File: src/rtl/muldiv_pkg.sv
// Shared definitions for the iterative RV32M multiply/divide unit:
// funct3 encodings, controller states and operation-class helper.
package muldiv_pkg;

  localparam logic [2:0] F3_MUL    = 3'b000;
  localparam logic [2:0] F3_MULH   = 3'b001;
  localparam logic [2:0] F3_MULHSU = 3'b010;
  localparam logic [2:0] F3_MULHU  = 3'b011;
  localparam logic [2:0] F3_DIV    = 3'b100;
  localparam logic [2:0] F3_DIVU   = 3'b101;
  localparam logic [2:0] F3_REM    = 3'b110;
  localparam logic [2:0] F3_REMU   = 3'b111;

  typedef enum logic [1:0] {
    IDLE = 2'd0,
    CALC = 2'd1,
    DONE = 2'd2
  } state_t;

  function automatic logic is_div(input logic [2:0] funct3);
    return funct3[2];
  endfunction

endpackage

File: src/rtl/muldiv_signfix.sv
// Two's-complement conditional negate: magnitude on entry (neg = sign bit),
// sign restoration on exit (neg = result must be negative).
module muldiv_signfix #(
  parameter int W = 32
) (
  input  logic [W-1:0] a,
  input  logic         neg,
  output logic [W-1:0] y
);

  assign y = neg ? (~a + {{(W-1){1'b0}}, 1'b1}) : a;

endmodule

File: src/rtl/muldiv_unit.sv
// Iterative RV32M multiply/divide unit: one product/quotient bit per CALC
// cycle on operand magnitudes, with sign fix applied when the result is registered.
module muldiv_unit
  import muldiv_pkg::*;
#(
  parameter int DWIDTH = 32,
  parameter int TAGW   = 5
) (
  input  logic              clk,
  input  logic              reset,
  input  logic              valid_i,
  output logic              ready_o,
  input  logic [DWIDTH-1:0] rs1_i,
  input  logic [DWIDTH-1:0] rs2_i,
  input  logic [2:0]        funct3_i,
  input  logic [TAGW-1:0]   rd_i,
  input  logic              flush_i,
  output logic              valid_o,
  input  logic              ready_i,
  output logic [DWIDTH-1:0] res_o,
  output logic [TAGW-1:0]   rd_o,
  output logic              busy_o
);

  localparam int CW = $clog2(DWIDTH + 1);

  state_t              state, state_next;
  logic [2*DWIDTH-1:0] acc, acc_next, res_src, res_fix;
  logic [DWIDTH-1:0]   b_mag, a_mag_in, b_mag_in, special_res, calc_res;
  logic [DWIDTH:0]     add_sum, rem_sh, rem_diff;
  logic [CW-1:0]       cnt;
  logic [2:0]          f3;
  logic [DWIDTH-1:0]   res_q;
  logic [TAGW-1:0]     rd_q;
  logic                res_neg, accept, a_signed, b_signed, a_neg, b_neg;
  logic                div_zero, div_ovf, special;

  // Handshakes: a request transfers on a clock edge where valid_i && ready_o
  // (and no flush); a result transfers on an edge where valid_o && ready_i.
  assign ready_o = (state == IDLE);
  assign valid_o = (state == DONE);
  assign busy_o  = (state != IDLE);
  assign res_o   = res_q;
  assign rd_o    = rd_q;
  assign accept  = valid_i && ready_o && !flush_i;

  always_comb begin
    a_signed = (funct3_i != F3_MULHU) && (funct3_i != F3_DIVU) && (funct3_i != F3_REMU);
    b_signed = (funct3_i == F3_MUL) || (funct3_i == F3_MULH) ||
               (funct3_i == F3_DIV) || (funct3_i == F3_REM);
  end

  assign a_neg = a_signed && rs1_i[DWIDTH-1];
  assign b_neg = b_signed && rs2_i[DWIDTH-1];

  muldiv_signfix #(.W(DWIDTH)) u_abs_a (.a(rs1_i), .neg(a_neg), .y(a_mag_in));
  muldiv_signfix #(.W(DWIDTH)) u_abs_b (.a(rs2_i), .neg(b_neg), .y(b_mag_in));

  // Divide-by-zero and signed overflow bypass the iteration entirely.
  assign div_zero = is_div(funct3_i) && (rs2_i == '0);
  assign div_ovf  = is_div(funct3_i) && !funct3_i[0] &&
                    (rs1_i == {1'b1, {(DWIDTH-1){1'b0}}}) && (rs2_i == '1);
  assign special  = div_zero || div_ovf;

  always_comb begin
    special_res = '0;
    if (div_zero) special_res = funct3_i[1] ? rs1_i : '1;
    else          special_res = funct3_i[1] ? '0 : rs1_i;
  end

  // acc holds {partial product, multiplier} or {partial remainder, dividend/quotient}.
  always_comb begin
    add_sum  = {1'b0, acc[2*DWIDTH-1:DWIDTH]} + (acc[0] ? {1'b0, b_mag} : '0);
    rem_sh   = {acc[2*DWIDTH-1:DWIDTH], acc[DWIDTH-1]};
    rem_diff = rem_sh - {1'b0, b_mag};
    acc_next = {add_sum, acc[DWIDTH-1:1]};
    if (is_div(f3)) begin
      if (!rem_diff[DWIDTH]) acc_next = {rem_diff[DWIDTH-1:0], acc[DWIDTH-2:0], 1'b1};
      else                   acc_next = {rem_sh[DWIDTH-1:0], acc[DWIDTH-2:0], 1'b0};
    end
  end

  always_comb begin
    res_src = acc_next;
    if (is_div(f3))
      res_src = f3[1] ? {{DWIDTH{1'b0}}, acc_next[2*DWIDTH-1:DWIDTH]}
                      : {{DWIDTH{1'b0}}, acc_next[DWIDTH-1:0]};
  end

  muldiv_signfix #(.W(2*DWIDTH)) u_fix_res (.a(res_src), .neg(res_neg), .y(res_fix));

  assign calc_res = (!is_div(f3) && (f3 != F3_MUL)) ? res_fix[2*DWIDTH-1:DWIDTH]
                                                   : res_fix[DWIDTH-1:0];

  always_ff @(posedge clk) begin
    if (reset) state <= IDLE;
    else       state <= state_next;
  end

  always_comb begin
    state_next = state;
    case (state)
      IDLE:    if (accept) state_next = special ? DONE : CALC;
      CALC:    if (cnt == CW'(1)) state_next = DONE;
      DONE:    if (ready_i) state_next = IDLE;
      default: state_next = IDLE;
    endcase
    if (flush_i) state_next = IDLE;
  end

  always_ff @(posedge clk) begin
    if (reset) begin
      acc     <= '0;
      b_mag   <= '0;
      res_neg <= 1'b0;
      f3      <= '0;
      cnt     <= '0;
      res_q   <= '0;
      rd_q    <= '0;
    end else if (accept) begin
      acc     <= {{DWIDTH{1'b0}}, a_mag_in};
      b_mag   <= b_mag_in;
      f3      <= funct3_i;
      rd_q    <= rd_i;
      cnt     <= special ? '0 : CW'(DWIDTH);
      res_neg <= (is_div(funct3_i) && funct3_i[1]) ? a_neg : (a_neg ^ b_neg);
      if (special) res_q <= special_res;
    end else if (state == CALC && !flush_i) begin
      acc <= acc_next;
      cnt <= cnt - 1'b1;
      if (cnt == CW'(1)) res_q <= calc_res;
    end
  end

endmodule

File: config.mk
export PLATFORM = sky130hd
export DESIGN_NAME = muldiv_unit
export DESIGN_NICKNAME = d
export VERILOG_FILES = /design/src/rtl/muldiv_pkg.sv /design/src/rtl/muldiv_signfix.sv /design/src/rtl/muldiv_unit.sv
export SDC_FILE = /design/constraint.sdc
export NUM_CORES = 1
export LEC_CHECK = 0
export CAP_MARGIN = 5
export CORE_MARGIN = 1.5
export CORE_UTILIZATION = 62
export CTS_BUF_LIST = sky130_fd_sc_hd__clkbuf_4 sky130_fd_sc_hd__clkbuf_8
export DETAILED_ROUTE_END_ITERATION = 8
export PLACE_DENSITY = 0.95
export SLEW_MARGIN = 20
export SYNTH_ARGS = -nofsm -noshare
export SYNTH_HDL_FRONTEND = slang
export SYNTH_HIERARCHICAL = 1
export SYNTH_SLANG_ARGS = --single-unit
File: constraint.sdc
create_clock -name clk -period 5.6 [get_ports clk]
set_input_delay 0.56 -clock clk [delete_from_list [all_inputs] [get_ports clk]]
set_output_delay 0.56 -clock clk [all_outputs]
set_load 0.03 [all_outputs]
==> impl_metrics.py <==
metrics = {
    "worst_setup_path": {
        "path_class": "reg -> reg",
        "critPathLaunchType": "flop",
        "reg2regPathDepth": 23,
        "r2r_end": "res_o[18]",
        "cp.required_ns": 5.94,
        "cp_max_fo": 7,
        "critPathLaunch": "acc[42]",
        "r2r_start": "acc[42]",
        "arrival_ns": 5.83,
        "r2r_slack_ns": 0.11,
        "end_kind": "flop",
        "crit_path_end": "res_o[18]",
    },
    "die": {
        "ioPinCount": 117,
        "fp.dieW_um": 160,
        "core_area_um2": 24200,
        "start_util_pct": 63.0,
        "dieArea_um2": 25600,
        "dieHeight_um": 160,
        "row_count": 57,
    },
    "hold_path": {
        "hold_class": "reg -> reg",
    },
    "power_and_ir_drop": {
        "p_per_area_nw_per_um2": 200,
        "internal_power_uw": 2110,
        "p_leak_uw": 0.00720,
        "vdd_ir_drop_max_uv": 144,
        "netSwitchingFraction_pct": 41.6,
        "power_frac_comb_pct": 44.1,
        "seq_power_share_pct": 31.4,
        "p_clk_share_pct": 24.6,
        "p_sw_uw": 1510,
    },
    "clock_tree": {
        "cts-hold-fix-buffers": 0,
        "clk_pin_slew_ns": 0.10,
        "h-tree-depth": 4,
        "worstSkewPairLatency_ns": 0.50,
        "numCtsBuffers": 17,
        "cts_num_sinks": 145,
        "clock_path_buffers": 2,
        "root_buffer": "clkbuf_8",
        "cts_tree": "yes",
    },
    "logic_synthesis": {
        "synth_ff_type": "dfxtp_1",
        "ys_seq_area_share_pct": 19.0,
        "synth_seq_cells": 145,
        "synthesis.nets": 2231,
        "synth_cells": 2083,
        "syn_avg_cell_area_um2": 7.34,
        "synth_cell_type_count": 100,
        "synthesis.area_um2": 15300,
        "async_flop_share_pct": 0,
        "synth-edff-count": 0,
        "ys_warn_count": 6,
    },
    "job": {
        "drv_cap": 0,
    },
    "detailed_routing": {
        "drt_iter0_drc": 2544,
        "wl_mm": 61.2,
        "vias_per_cell": 6.81,
        "dr.pass1.iters": 8,
        "wl_per_cell_um": 23.6,
        "drtAntennaViolNets": 0,
        "route.detailed.drc": 0,
        "num_vias": 17614,
    },
    "final_layout": {
        "final_core_util_pct": 74.8,
        "fin_nets": 2398,
        "stdcell_count": 2588,
        "drive_above_1_share_pct": 15.2,
        "syn_to_final_growth_pct": 18.7,
    },
    "global_route": {
        "grt_pass1_vias": 16413,
        "grt_pass1_wl_mm": 93.2,
        "grtUsageTotal_pct": 46.5,
        "grt-ovfl-total": 0,
        "grt_antenna_before_repair": 4,
        "grt_max_degree": 66,
    },
    "timing": {
        "relSlewSlack_pct": 23.9,
        "period_minus_slack_ns": 5.49,
        "setup-violations-final": 0,
        "skew_ns": 0.0236,
        "hold_violations": 0,
        "tightest_slew_ns": 1.14,
        "slew_violations": 0,
        "finalCritPeriodShare_pct": 98.0,
        "timing.fmax_mhz": 182,
        "holdWs_ns": 0.477,
    },
    "place": {
        "portBuffers": 116,
        "dp_hpwl_mm": 46.9,
        "dp.cells": 2552,
        "place_congestion": 1.00,
    },
    "run_status": {
        "status": "finished, final reports clean",
    },
}
state kept, by name, summed over array words and instances, names as in the netlist:
name and count:
rd_o 5, res_neg 1, res_o 32, f3 3
b_mag 32, state 2, acc 64, cnt 6
critical path: stages, from the launching register on:
cell and delay [ns]:
dfxtp_1 0.41, ha_1 0.45, nand3_2 0.17, o211ai_1 0.39
a21boi_4 0.14, a211oi_2 0.29, o2111ai_1 0.16, buf_4 0.18
and3_4 0.17, buf_4 0.16, and2_1 0.19, a211oi_2 0.23
a21oi_1 0.09, or4_4 0.61, nor3_4 0.24, buf_12 0.16
nand3_4 0.12, buf_4 0.19, o41ai_4 0.35, xnor2_1 0.10
mux2i_1 0.23, nor2_1 0.08, a21oi_1 0.13, a211oi_1 0.08
metal layers:
metal | track usage (%) | up-vias | routed length (um)
li1 | - | 7925 | -
met5 | 0 | - | 45
met4 | 25.3 | 6 | 3750
met1 | 57.0 | 8188 | 23400
met2 | 75.7 | 1208 | 27400
met3 | 10.4 | 287 | 6620
cells by family (layout without fill, tap and decap cells):
kind of cell | after synthesis | after routing | share of synthesized area [%]
AOI/OAI and AO/OA | 632 | 632 | 27.7
buffers and inverters | 182 | 362 | 4.94
other | 0 | 1 | 0
DFF | 145 | 145 | 19.0
and+or+nand+nor | 794 | 794 | 26.6
adders and majority gates | 71 | 71 | 5.91
muxes | 90 | 90 | 6.16
xor gates and xnor gates | 169 | 169 | 9.68
timing repair:
action / in CTS / in global routing
setup buffers: 0 / 3
endpoints found under the setup margin: 0 / 32
gates resized for setup: 0 / 43
Yosys cell counts (14+ instances only):
library cell | number | share of area, %
a211oi_1 | 52 | 2.6
a21o_1 | 40 | 2.0
a21oi_1 | 223 | 7.3
a22oi_1 | 24 | 1.2
a31oi_1 | 16 | 0.65
and2_1 | 48 | 2.0
and3_1 | 16 | 0.65
clkbuf_1 | 97 | 2.4
dfxtp_1 | 145 | 19
ha_1 | 69 | 5.6
inv_1 | 58 | 1.4
mux2_2 | 33 | 2.4
mux2i_1 | 57 | 3.7
nand2_1 | 224 | 5.5
nand2b_1 | 22 | 0.90
nand3_1 | 34 | 1.1
nand4_1 | 28 | 1.1
nor2_1 | 248 | 6.1
nor2b_1 | 16 | 0.65
nor3_1 | 29 | 0.95
nor4_1 | 24 | 0.98
o21a_1 | 14 | 0.69
o21ai_0 | 89 | 2.9
o31ai_1 | 43 | 2.1
o41ai_1 | 18 | 1.0
or3_1 | 15 | 0.61
xnor2_1 | 151 | 8.7
xor2_1 | 18 | 1.0
cell type report:
class                   count  area [um2]
repair buffers            272        2370
clock buffers              20         269
clock inverters            12         124
diodes                      1        2.50
multi-input cells        1756       11800
inverters                  58         218
well taps                 324         405
flip-flops and latches    145        2910
fillers                  1867        6100
how the worst min path moves through the flow:
stage                     startpoint  depth (start not counted)       to
final                        rd_o[1]                          2  rd_o[1]
after global routing          acc[7]                          2   acc[7]
after CTS                    rd_o[1]                          2  rd_o[1]
after detailed placement     rd_o[1]                          2  rd_o[1]
after global placement       rd_o[4]                          2  rd_o[4]
after floorplan              res_neg                          2  res_neg
per-stage QoR:
step / worst slack [ns] / setup TNS [ns] / power [uW] / instance area [um2]
global route: -0.137 / -0.941 / 3730 / 18100
finish: 0.111 / 0 / 3620 / 18100
detailed placement: 0.0567 / 0 / 2640 / 17500
CTS: 0.0156 / 0 / 3500 / 17900
floorplan: 0.592 / 0 / 2080 / 15300
global placement: 0.228 / 0 / 2610 / 17500
power by group through the flow:
stage                     clock network [uW]  registers (uW)  logic, uW
after global placement                     0            1150       1460
final                                    889            1140       1600
after CTS                                876            1130       1490
after global routing                     913            1140       1680
after floorplan                            0            1170        912
after detailed placement                   0            1160       1480
placed cells by master, fill, tap and decap left out, drive strengths merged, types with 14 or more instances in the layout:
cell type and instances:
a31oi 16, nor2b 16, a21o 40, xnor2 151, or3 18, o21ai 93
nor3 31, nor2 250, nand2b 22, buf 157, inv 62, or4 19
and2 49, a21oi 224, clkbuf 20, mux2i 57, o41ai 31, nor4 34
ha 69, mux2 33, o31ai 50, or2 14, a22oi 24, nand4 30
o21a 14, and3 17, xor2 18, nand3 38, dfxtp 145, nand2 224
clkdlybuf4s50 115, a211oi 52
Power figures use the tool's default switching activity.
